==> src/rtl/answer_window_timer.sv <==
// =============================================================================
// answer_window_timer
// -----------------------------------------------------------------------------
// Runs a timed answer window from a single fast clock. An internal prescaler
// turns TICKS_PER_SEC clock cycles into one-second ticks. While the window is
// open the block reports the remaining whole seconds and shows the live user
// count on an N-digit active-low seven-segment display. When the window ends
// (or is aborted) the count is frozen on the display, and one-cycle pulses go
// to the round controller.
//
// Parameters
//   TICKS_PER_SEC : clock cycles per second
//   WINDOW_SEC    : answer window length in seconds (>= 1)
//   COUNT_W       : width of userCount
//   NUM_DIGITS    : number of seven-segment digits driven (1..6)
//
// Ports
//   Clk100M     in   system clock, the only clock
//   Reset       in   synchronous, active-high reset
//   answerSig   in   start request, only looked at while idle
//   abortSig    in   cancel a running window
//   userCount   in   live user count (unsigned)
//   running     out  high while a window is active
//   secLeft     out  remaining whole seconds (0 when not running)
//   stopCount   out  one-cycle pulse at window end or abort
//   postSig     out  one-cycle pulse at normal window end only
//   answerSeg   out  digit k at [8k+7:8k], digit 0 least significant, active-low
//   o_dbg_state out  current FSM state (0 = IDLE, 1 = RUN, 2 = DONE)
//
// Pulse contract with the round controller: stopCount and postSig are single
// cycle strobes with no back-pressure. The controller must take them in the
// cycle they are high; they are never held or repeated. postSig implies
// stopCount; stopCount alone means the window was aborted.
// =============================================================================
module answer_window_timer #(
    parameter int TICKS_PER_SEC = 100000000,
    parameter int WINDOW_SEC    = 5,
    parameter int COUNT_W       = 8,
    parameter int NUM_DIGITS    = 4
) (
    input  logic                    Clk100M,
    input  logic                    Reset,
    input  logic                    answerSig,
    input  logic                    abortSig,
    input  logic [COUNT_W-1:0]      userCount,
    output logic                    running,
    output logic [7:0]              secLeft,
    output logic                    stopCount,
    output logic                    postSig,
    output logic [8*NUM_DIGITS-1:0] answerSeg,
    output logic [1:0]              o_dbg_state
);

    // -------------------------------------------------------------------------
    // Derived constants
    // -------------------------------------------------------------------------
    // Prescaler width; a one-cycle second still needs a one-bit register.
    localparam int PW = (TICKS_PER_SEC > 1) ? $clog2(TICKS_PER_SEC) : 1;
    // Working width of the decimal converter; must be able to hold the
    // constant 10 even for very narrow counts.
    localparam int VW = (COUNT_W < 4) ? 4 : COUNT_W;

    localparam logic [PW-1:0] PRESC_LAST = PW'(TICKS_PER_SEC - 1);
    localparam logic [7:0]    SEC_LOAD   = 8'(WINDOW_SEC);

    localparam logic [7:0] SEG_BLANK = 8'hFF;
    localparam logic [7:0] SEG_DASH  = 8'b1011_1111;

    function automatic logic [63:0] f_pow10(input int n);
        logic [63:0] p;
        p = 64'd1;
        for (int i = 0; i < n; i++) begin
            p = p * 64'd10;
        end
        return p;
    endfunction

    // Largest value that fits on the display; anything above shows dashes.
    localparam logic [63:0] MAX_SHOWN = f_pow10(NUM_DIGITS) - 64'd1;

    // -------------------------------------------------------------------------
    // FSM state
    // -------------------------------------------------------------------------
    typedef enum logic [1:0] {
        ST_IDLE = 2'd0,
        ST_RUN  = 2'd1,
        ST_DONE = 2'd2
    } state_t;

    state_t r_state;
    state_t w_state_nxt;

    // Timing registers
    logic [PW-1:0] r_presc;
    logic [PW-1:0] w_presc_nxt;
    logic [7:0]    r_sec;
    logic [7:0]    w_sec_nxt;

    // Pulse registers
    logic r_stop;
    logic w_stop_nxt;
    logic r_post;
    logic w_post_nxt;

    // Count freezing
    logic               w_capture;
    logic [COUNT_W-1:0] r_frozen;
    logic [COUNT_W-1:0] w_frozen_nxt;
    logic               r_frozen_vld;
    logic               w_frozen_vld_nxt;

    // Display pipeline
    logic                    w_live;
    logic [COUNT_W-1:0]      w_disp_val;
    logic [8*NUM_DIGITS-1:0] w_seg_nxt;
    logic [8*NUM_DIGITS-1:0] r_seg;

    logic w_tick;

    // -------------------------------------------------------------------------
    // Seven-segment helpers
    // -------------------------------------------------------------------------
    function automatic logic [7:0] f_digit(input logic [3:0] d);
        logic [7:0] code;
        case (d)
            4'd0:    code = 8'hC0;
            4'd1:    code = 8'hF9;
            4'd2:    code = 8'hA4;
            4'd3:    code = 8'hB0;
            4'd4:    code = 8'h99;
            4'd5:    code = 8'h92;
            4'd6:    code = 8'h82;
            4'd7:    code = 8'hF8;
            4'd8:    code = 8'h80;
            4'd9:    code = 8'h90;
            default: code = SEG_DASH;
        endcase
        return code;
    endfunction

    // Renders an unsigned value in decimal. Each digit above digit 0 is
    // blanked once the remaining quotient is zero, which blanks exactly the
    // leading zeros while digit 0 always shows something.
    function automatic logic [8*NUM_DIGITS-1:0] f_render(input logic [COUNT_W-1:0] v);
        logic [8*NUM_DIGITS-1:0] seg;
        logic [VW-1:0]           rem;
        logic [3:0]              d;
        seg = '1;
        rem = VW'(v);
        d   = 4'd0;
        if (64'(v) > MAX_SHOWN) begin
            for (int k = 0; k < NUM_DIGITS; k++) begin
                seg[8*k +: 8] = SEG_DASH;
            end
        end else begin
            for (int k = 0; k < NUM_DIGITS; k++) begin
                d = 4'(rem % VW'(10));
                if ((k == 0) || (rem != '0)) begin
                    seg[8*k +: 8] = f_digit(d);
                end else begin
                    seg[8*k +: 8] = SEG_BLANK;
                end
                rem = rem / VW'(10);
            end
        end
        return seg;
    endfunction

    // -------------------------------------------------------------------------
    // State register and all sequential state
    // -------------------------------------------------------------------------
    always_ff @(posedge Clk100M) begin
        if (Reset) begin
            r_state      <= ST_IDLE;
            r_presc      <= '0;
            r_sec        <= '0;
            r_stop       <= 1'b0;
            r_post       <= 1'b0;
            r_frozen     <= '0;
            r_frozen_vld <= 1'b0;
            r_seg        <= '1;
        end else begin
            r_state      <= w_state_nxt;
            r_presc      <= w_presc_nxt;
            r_sec        <= w_sec_nxt;
            r_stop       <= w_stop_nxt;
            r_post       <= w_post_nxt;
            r_frozen     <= w_frozen_nxt;
            r_frozen_vld <= w_frozen_vld_nxt;
            r_seg        <= w_seg_nxt;
        end
    end

    // -------------------------------------------------------------------------
    // Next-state and next-output logic
    // -------------------------------------------------------------------------
    assign w_tick = (r_presc == PRESC_LAST);

    always_comb begin
        w_state_nxt = r_state;
        w_presc_nxt = r_presc;
        w_sec_nxt   = r_sec;
        w_stop_nxt  = 1'b0;
        w_post_nxt  = 1'b0;
        w_capture   = 1'b0;

        case (r_state)
            ST_IDLE: begin
                if (answerSig) begin
                    w_state_nxt = ST_RUN;
                    w_presc_nxt = '0;
                    w_sec_nxt   = SEC_LOAD;
                end
            end

            ST_RUN: begin
                // Abort is checked first so it wins over a coincident final tick.
                if (abortSig) begin
                    w_state_nxt = ST_IDLE;
                    w_presc_nxt = '0;
                    w_sec_nxt   = '0;
                    w_stop_nxt  = 1'b1;
                    w_capture   = 1'b1;
                end else if (w_tick) begin
                    w_presc_nxt = '0;
                    if (r_sec <= 8'd1) begin
                        w_state_nxt = ST_DONE;
                        w_sec_nxt   = '0;
                        w_stop_nxt  = 1'b1;
                        w_post_nxt  = 1'b1;
                        w_capture   = 1'b1;
                    end else begin
                        w_sec_nxt = r_sec - 8'd1;
                    end
                end else begin
                    w_presc_nxt = r_presc + PW'(1);
                end
            end

            ST_DONE: begin
                // Single cycle so a held answerSig cannot restart immediately.
                w_state_nxt = ST_IDLE;
            end

            default: begin
                w_state_nxt = ST_IDLE;
                w_presc_nxt = '0;
                w_sec_nxt   = '0;
            end
        endcase
    end

    // -------------------------------------------------------------------------
    // Display source selection
    // -------------------------------------------------------------------------
    // The segment register is loaded with the rendering of what the source
    // will be after this edge, so a start edge already shows the live count
    // and an end edge already shows the frozen one.
    always_comb begin
        w_frozen_nxt     = w_capture ? userCount : r_frozen;
        w_frozen_vld_nxt = r_frozen_vld | w_capture;
        w_live           = (w_state_nxt == ST_RUN);
        w_disp_val       = w_live ? userCount : w_frozen_nxt;
        if (w_live || w_frozen_vld_nxt) begin
            w_seg_nxt = f_render(w_disp_val);
        end else begin
            w_seg_nxt = '1;
        end
    end

    // -------------------------------------------------------------------------
    // Outputs
    // -------------------------------------------------------------------------
    assign running     = (r_state == ST_RUN);
    assign secLeft     = r_sec;
    assign stopCount   = r_stop;
    assign postSig     = r_post;
    assign answerSeg   = r_seg;
    assign o_dbg_state = r_state;

endmodule

==> config.mk <==
export PLATFORM = sky130hd
export DESIGN_NAME = answer_window_timer
export DESIGN_NICKNAME = d
export VERILOG_FILES = /design/src/rtl/answer_window_timer.sv
export SDC_FILE = /design/constraint.sdc
export NUM_CORES = 1
export LEC_CHECK = 0
export BUFFER_PORTS_ARGS = -buffer_cell sky130_fd_sc_hd__buf_2
export CAP_MARGIN = 20
export CORE_AREA = 2 2 92 94
export CTS_BUF_LIST = sky130_fd_sc_hd__clkbuf_4
export CTS_CLUSTER_SIZE = 10
export DETAILED_ROUTE_END_ITERATION = 12
export DIE_AREA = 0 0 94 96
export MAX_ROUTING_LAYER = met4
export PLACE_DENSITY_LB_ADDON = 0.05
export SLEW_MARGIN = 40
export SYNTH_ARGS = -nofsm -noshare
export SYNTH_HDL_FRONTEND = slang
export SYNTH_SLANG_ARGS = --single-unit
==> constraint.sdc <==
create_clock -name Clk100M -period 6.5 [get_ports Clk100M]
set_clock_uncertainty 0.05 [all_clocks]
set_input_delay 1.3 -clock Clk100M [delete_from_list [all_inputs] [get_ports Clk100M]]
set_output_delay 1.3 -clock Clk100M [all_outputs]
set_load 0.02 [all_outputs]
Word-level counts from Yosys, hierarchy flattened
Memory sizes are Yosys's and may differ from the RTL's. A register that Yosys moved wholly into a read port is not among the register bits. Cells that the tools add are included.

Memory bits (read-only): 448. Logic and storage cells: 70. Input bits: 12. Memories kept: 4. Latch bits: 0. Bits in registers: 80. Memory bits (writable): 0.

Div/mod/pow operators: 7. Reduce and logical (&&, ||, !) cells: 12. Shifts and indexed selects: 0. $lt $le $gt $ge: 1. Eq/ne operators: 6. Mux-type cells: 20. Bitwise logic cells: 7. Add/sub/neg operators: 2. Multiply operators: 0.

Memory list: (name not given) (words 16, bits a word 7, rd ports 1, clocked after Yosys merged registers in 1, write ports 0, RTL line 125) `case (d)`; (name not given) (words 16, bits a word 7, rd ports 1, clocked after Yosys merged registers in 1, write ports 0, RTL line 125); (name not given) (words 16, bits a word 7, rd ports 1, clocked after Yosys merged registers in 1, write ports 0, RTL line 125); (name not given) (words 16, bits a word 7, rd ports 1, clocked after Yosys merged registers in 1, write ports 0, RTL line 125).

Operators with widths (number): 27-bit 2-to-1 mux (3); 27-bit case mux with 3 select lines (1); 8-bit 2-to-1 mux (6); 8-bit by 4-bit modulo with 8-bit output (second input constant) (4); 27-bit by 1-bit adder with 27-bit output (second input constant) (1); 27-bit equality test (second input constant) (1); 8-bit by 4-bit divider with 8-bit output (second input constant) (3); 8-bit case mux with 3 select lines (1); 8-bit nonzero test (3); 3-bit OR reduction (4); 8-bit by 1-bit <= comparator with 1-bit output (second input constant) (1); 2-bit 2-to-1 mux (4); 8-bit by 1-bit subtractor with 8-bit output (second input constant) (1); 1-bit inverter (6); 2-bit by 1-bit equality test with 1-bit output (second input constant) (2); 1-bit 2-to-1 mux (4); 2-bit case mux with 2 select lines (1); 3-bit by 2-bit inequality test with 1-bit output (second input constant) (1); 3-bit AND reduction (1); 2-bit equality test (second input constant) (1); 2-bit logical NOT (1); 2-bit inequality test (second input constant) (1); 2-bit AND reduction (1); 2-bit OR reduction (1); 2 further kinds (2).

Depth between registers and ports, before layout
Word-level depth: 13. Gate-level depth with buffers: 31. Mapped depth without buffers: 28.

Worst setup path before layout
No wires, ideal clock.

Kind: in2reg. Start point: in answerSig. End point: reg r_seg[12], in the netlist answerSeg[12]. Library setup time: 0.118 ns. Data arrival time: 6.883 ns. Slack: -0.551 ns. Stages: 28. Data required time: 6.332 ns. Path through: o21ba_4 -> mux2_4 -> inv_1 -> ha_1 -> or3b_2 -> o21ai_0 -> a221oi_1 -> nor2_1 -> o22ai_1 -> a2111oi_0 -> ha_1 -> nand2_1 -> o311a_4 -> mux2_4 -> o22a_1 -> buf_6 -> a21o_1 -> a21oi_1 -> nor2_1 -> o22a_1 -> inv_1 -> ha_1 -> inv_1 -> or3_1 -> a221oi_1 -> a311o_1 -> o31a_1 -> o21ai_1.

Word-level cells in the longest chain between the ends: 8.

RTL lines: start, declared (RTL line 43) `input logic answerSig,`; 2-bit 2-to-1 mux (*) (RTL line 209) `if (answerSig) begin`; 2-bit case mux with 2 select lines (*) (RTL line 207) `case (r_state)`; 2-bit by 1-bit equality test with 1-bit output (*) (RTL line 262) `w_live = (w_state_nxt == ST_RUN);`; branches (longest 5 deep; another with 8-bit by 4-bit divider with 8-bit output); end, declared (RTL line 116) `logic [8*NUM_DIGITS-1:0] r_seg;`.

Mark *: on every way between the ends. A chain may end at the register's enable or synchronous reset.

Final worst setup path
Ends and elaborated chain as after synthesis.

==> results list <==
* Number of remaining DRC errors: 0
* Avg Vias per Cell: 5.460
- Total die area: 0.009024 sq mm
- Clock buffer depth: 2
* Number of top-level pins: 57
* Post-CTS clock slew at the launch and capture registers of the worst setup and hold paths: 0.12 ns
- The tree built by TritonCTS fans out to 68 sinks.
- Launching point of the worst reg2reg path: o_dbg_state[0]$_SDFF_PP0_
- The count of pins over their slew limit was 0.
* First-pass GRT wire length: 15780 microns
- Headroom to the max-slew limit came out at 55.14%.
- The via count of the first global-routing pass was 3503.
- After clock tree synthesis, the flow added hold-fix buffers numbering 0.
- The clock tree synthesis step divided the H-tree into 3 levels.
- In the finished design, the share of the clock period the worst path needs comes to 94.40%.
- Worst-Skew Late Latency: 0.42 ns
- Via total after detailed routing: 3718
* Total power divided by cell area: 268.4 mW/mm^2
* Synthesis-to-layout area growth: 14.86%
- Once the clock tree was built, the resizer swapped 0 gates to a different size.
* Die height: 96 microns
- For this run the aggregate overflow at the end of global routing stands at 0.
- Kind of end point of the critical path: flop
* Post-synthesis instance area: 0.004209 sq mm
- The initial utilization of the core area, before any placement, comes to 52.28%.
- Synth warnings: 0
- In the layout the commonest cells are 68 x dfxtp_1, 63 x nor2_1, 50 x nand2_1.
- Among all flip-flop cells after synthesis, the most frequent one is dfxtp_1.
* Total Wirelength: 9366 microns
- Highest attainable clock frequency: 163.0 MHz
- Count of different cell masters after synthesis: 65
* Slew at the pin closest to its max-slew limit: 0.6699 ns
- Post-CTS setup buffer count: 0
* Iteration-0 DRC Markers: 150
* Destination of the worst hold path: r_frozen_vld$_SDFF_PP0_
- The worst hold path passes through 2 cells.
- Total inserted antenna cells: 0
- Setup-violating endpoint count in the final report: 0
- Worst R2R Setup Slack: 0.87 ns
* Required time of the critical path: 6.77 ns
* Synthesized flop and latch total: 68
- Highest cell delay on the worst timing path: 0.40 ns
- Most common cell after layout, fill and taps aside: dfxtp_1
* Final ANT Viol Nets: 0
* Syn_area_per_cell: 8.237 sq um
- The startpoint identified for the worst hold timing path is r_frozen_vld$_SDFF_PP0_.
* Seq/Total Area, Yosys: 32.34%
- The number of clock buffers added by TritonCTS is 9.
- Entering global routing, the biggest net connects 28 pins.
- After legalization and detailed placement, the total HPWL measured 7141 microns.
* Syn Inst Count: 511
* Root Buffer: clkbuf_4
- Post-route setup TNS: 0 ns
* Maximum vdd drop: 0.1541 mV
- Data arrives at the worst endpoint at 6.40 ns.
* Crit start category: primary input
* RSZ-0062 raised after global routing: no
- TritonCTS clock tree: yes
* Final Net Count: 604
- Among all stages on the critical path, the largest delay is contributed by o311a_4.
- In this run the static leakage power is 1.989 nW.
- After detailed routing, the average wire length per cell comes to 13.75 microns.
* Share of the core filled with cells: 60.05%
* Core area: 0.008051 sq mm
- Along the worst path, the maximum fanout reaches 13.
* Logic depth of the worst register-to-register path: 28
- Endpoints failing hold: 0
- Number of enable flip-flop cells after synthesis: 0
* Max-cap viol count: 0
* Initial antenna violation count: 0
* Overall track demand over capacity in global routing: 22.36%
* DIE WIDTH: 94 microns
- Routability-driven placement finished with a final weighted congestion of 0.9024.
* Min cycle time layout: 6.136 ns
- Share of synthesized registers carrying an async set or reset: 0%
* Pre-Repair DR Iteration Count: 4
* Outcome: completed
- The worst setup path is of the primary input to flop kind.
- The count of buffers added on input and output ports is 45.
- The path class of the tightest hold or removal check is flop to flop.
- In this run the critical register-to-register path is captured at answerSeg[12]$_SDFF_PP1_.
- Standard-cell row count: 33
- Cells with a size suffix above 1 make up 20.66% of the layout.
-- worst max-delay path: cells and delay by family --
family	cells	cell delay, ns
adders and majority gates	3	0.55
and+or+nand+nor	5	1.06
buffers and inverters	5	0.47
muxes	2	0.33
AOI/OAI and AO/OA	14	2.70
-- power by group --
part / internal, mW / switching (mW)
combinational: 0.231 / 0.341
sequential: 0.458 / 0.0199
clock: 0.0795 / 0.168
-- cell type report --
class                   instances  area, sq um
clock buffers                   9        67.56
clock inverters                 7        51.30
fillers                       764         3217
inverters                      20        77.57
multi-input cells             405         2755
flip-flops and latches         68         1361
well taps                     105        131.4
repair buffers                 67        390.4
-- sequential cells by signal, summed over array words and instances (netlist names) --
name and cells:
secLeft 8, o_dbg_state 2, stopCount 1, r_frozen_vld 1, r_presc 27, answerSeg 20
r_frozen 8, postSig 1
-- cells by family (layout without fill, tap and decap cells) --
family,count (synthesis),after routing,synth area share (%)
other cells,1,12,0.08909
fa+ha+maj,22,22,6.480
compound gates,104,104,17.21
mux,29,29,7.313
buf+inv,49,103,5.856
xor+xnor,32,32,6.659
simple gates,206,206,24.05
flops,68,68,32.34
-- cell usage after synthesis (10+ instances only) --
master | n | share of area (%)
dfxtp_1 | 68 | 32
nor2_1 | 64 | 5.7
nand2_1 | 50 | 4.5
o21ai_0 | 29 | 3.4
mux2i_1 | 23 | 5.5
ha_1 | 21 | 6.2
inv_1 | 20 | 1.8
xor2_1 | 20 | 4.2
a21oi_1 | 18 | 2.1
nand3_1 | 15 | 1.8
and3_1 | 12 | 1.8
buf_4 | 12 | 2.1
xnor2_1 | 12 | 2.5
nor3_1 | 11 | 1.3
clkbuf_1 | 10 | 0.89
-- worst max path at each step --
stage / startpoint / cells past startpoint / slack [ns] / endpoint
after floorplan: answerSig / 27 / 0.009 / answerSeg[12]$_SDFF_PP1_
after global placement: answerSig / 29 / 0.11 / answerSeg[12]$_SDFF_PP1_
after detailed placement: answerSig / 29 / -0.08 / answerSeg[12]$_SDFF_PP1_
after CTS: answerSig / 29 / 0.37 / answerSeg[12]$_SDFF_PP1_
after global routing: answerSig / 29 / 0.07 / answerSeg[12]$_SDFF_PP1_
final: answerSig / 29 / 0.36 / answerSeg[12]$_SDFF_PP1_
-- layer usage --
layer	track usage [%]	wire length (microns)	part of all wire, %
met5	-	0	0
met1	27.76	4417	47
met4	7.729	136	1.5
met2	37.14	4542	48
met3	3.681	270	2.9
-- through the flow --
step           power [mW]  area (sq um)  hold WS [ns]  worst slack [ns]  cells
2_1_floorplan      0.9048          4362        0.3911          0.009161    522
3_3_place_gp        1.048          4711        0.4046            0.1055    665
3_5_place_dp        1.059          4716        0.4170          -0.07566    665
4_1_cts             1.307          4835        0.4460            0.3730    681
5_1_grt             1.391          4835        0.4728           0.06884    681
6_report            1.298          4835        0.4413            0.3642    681
Note: power is estimated with default switching activity, not from simulation.
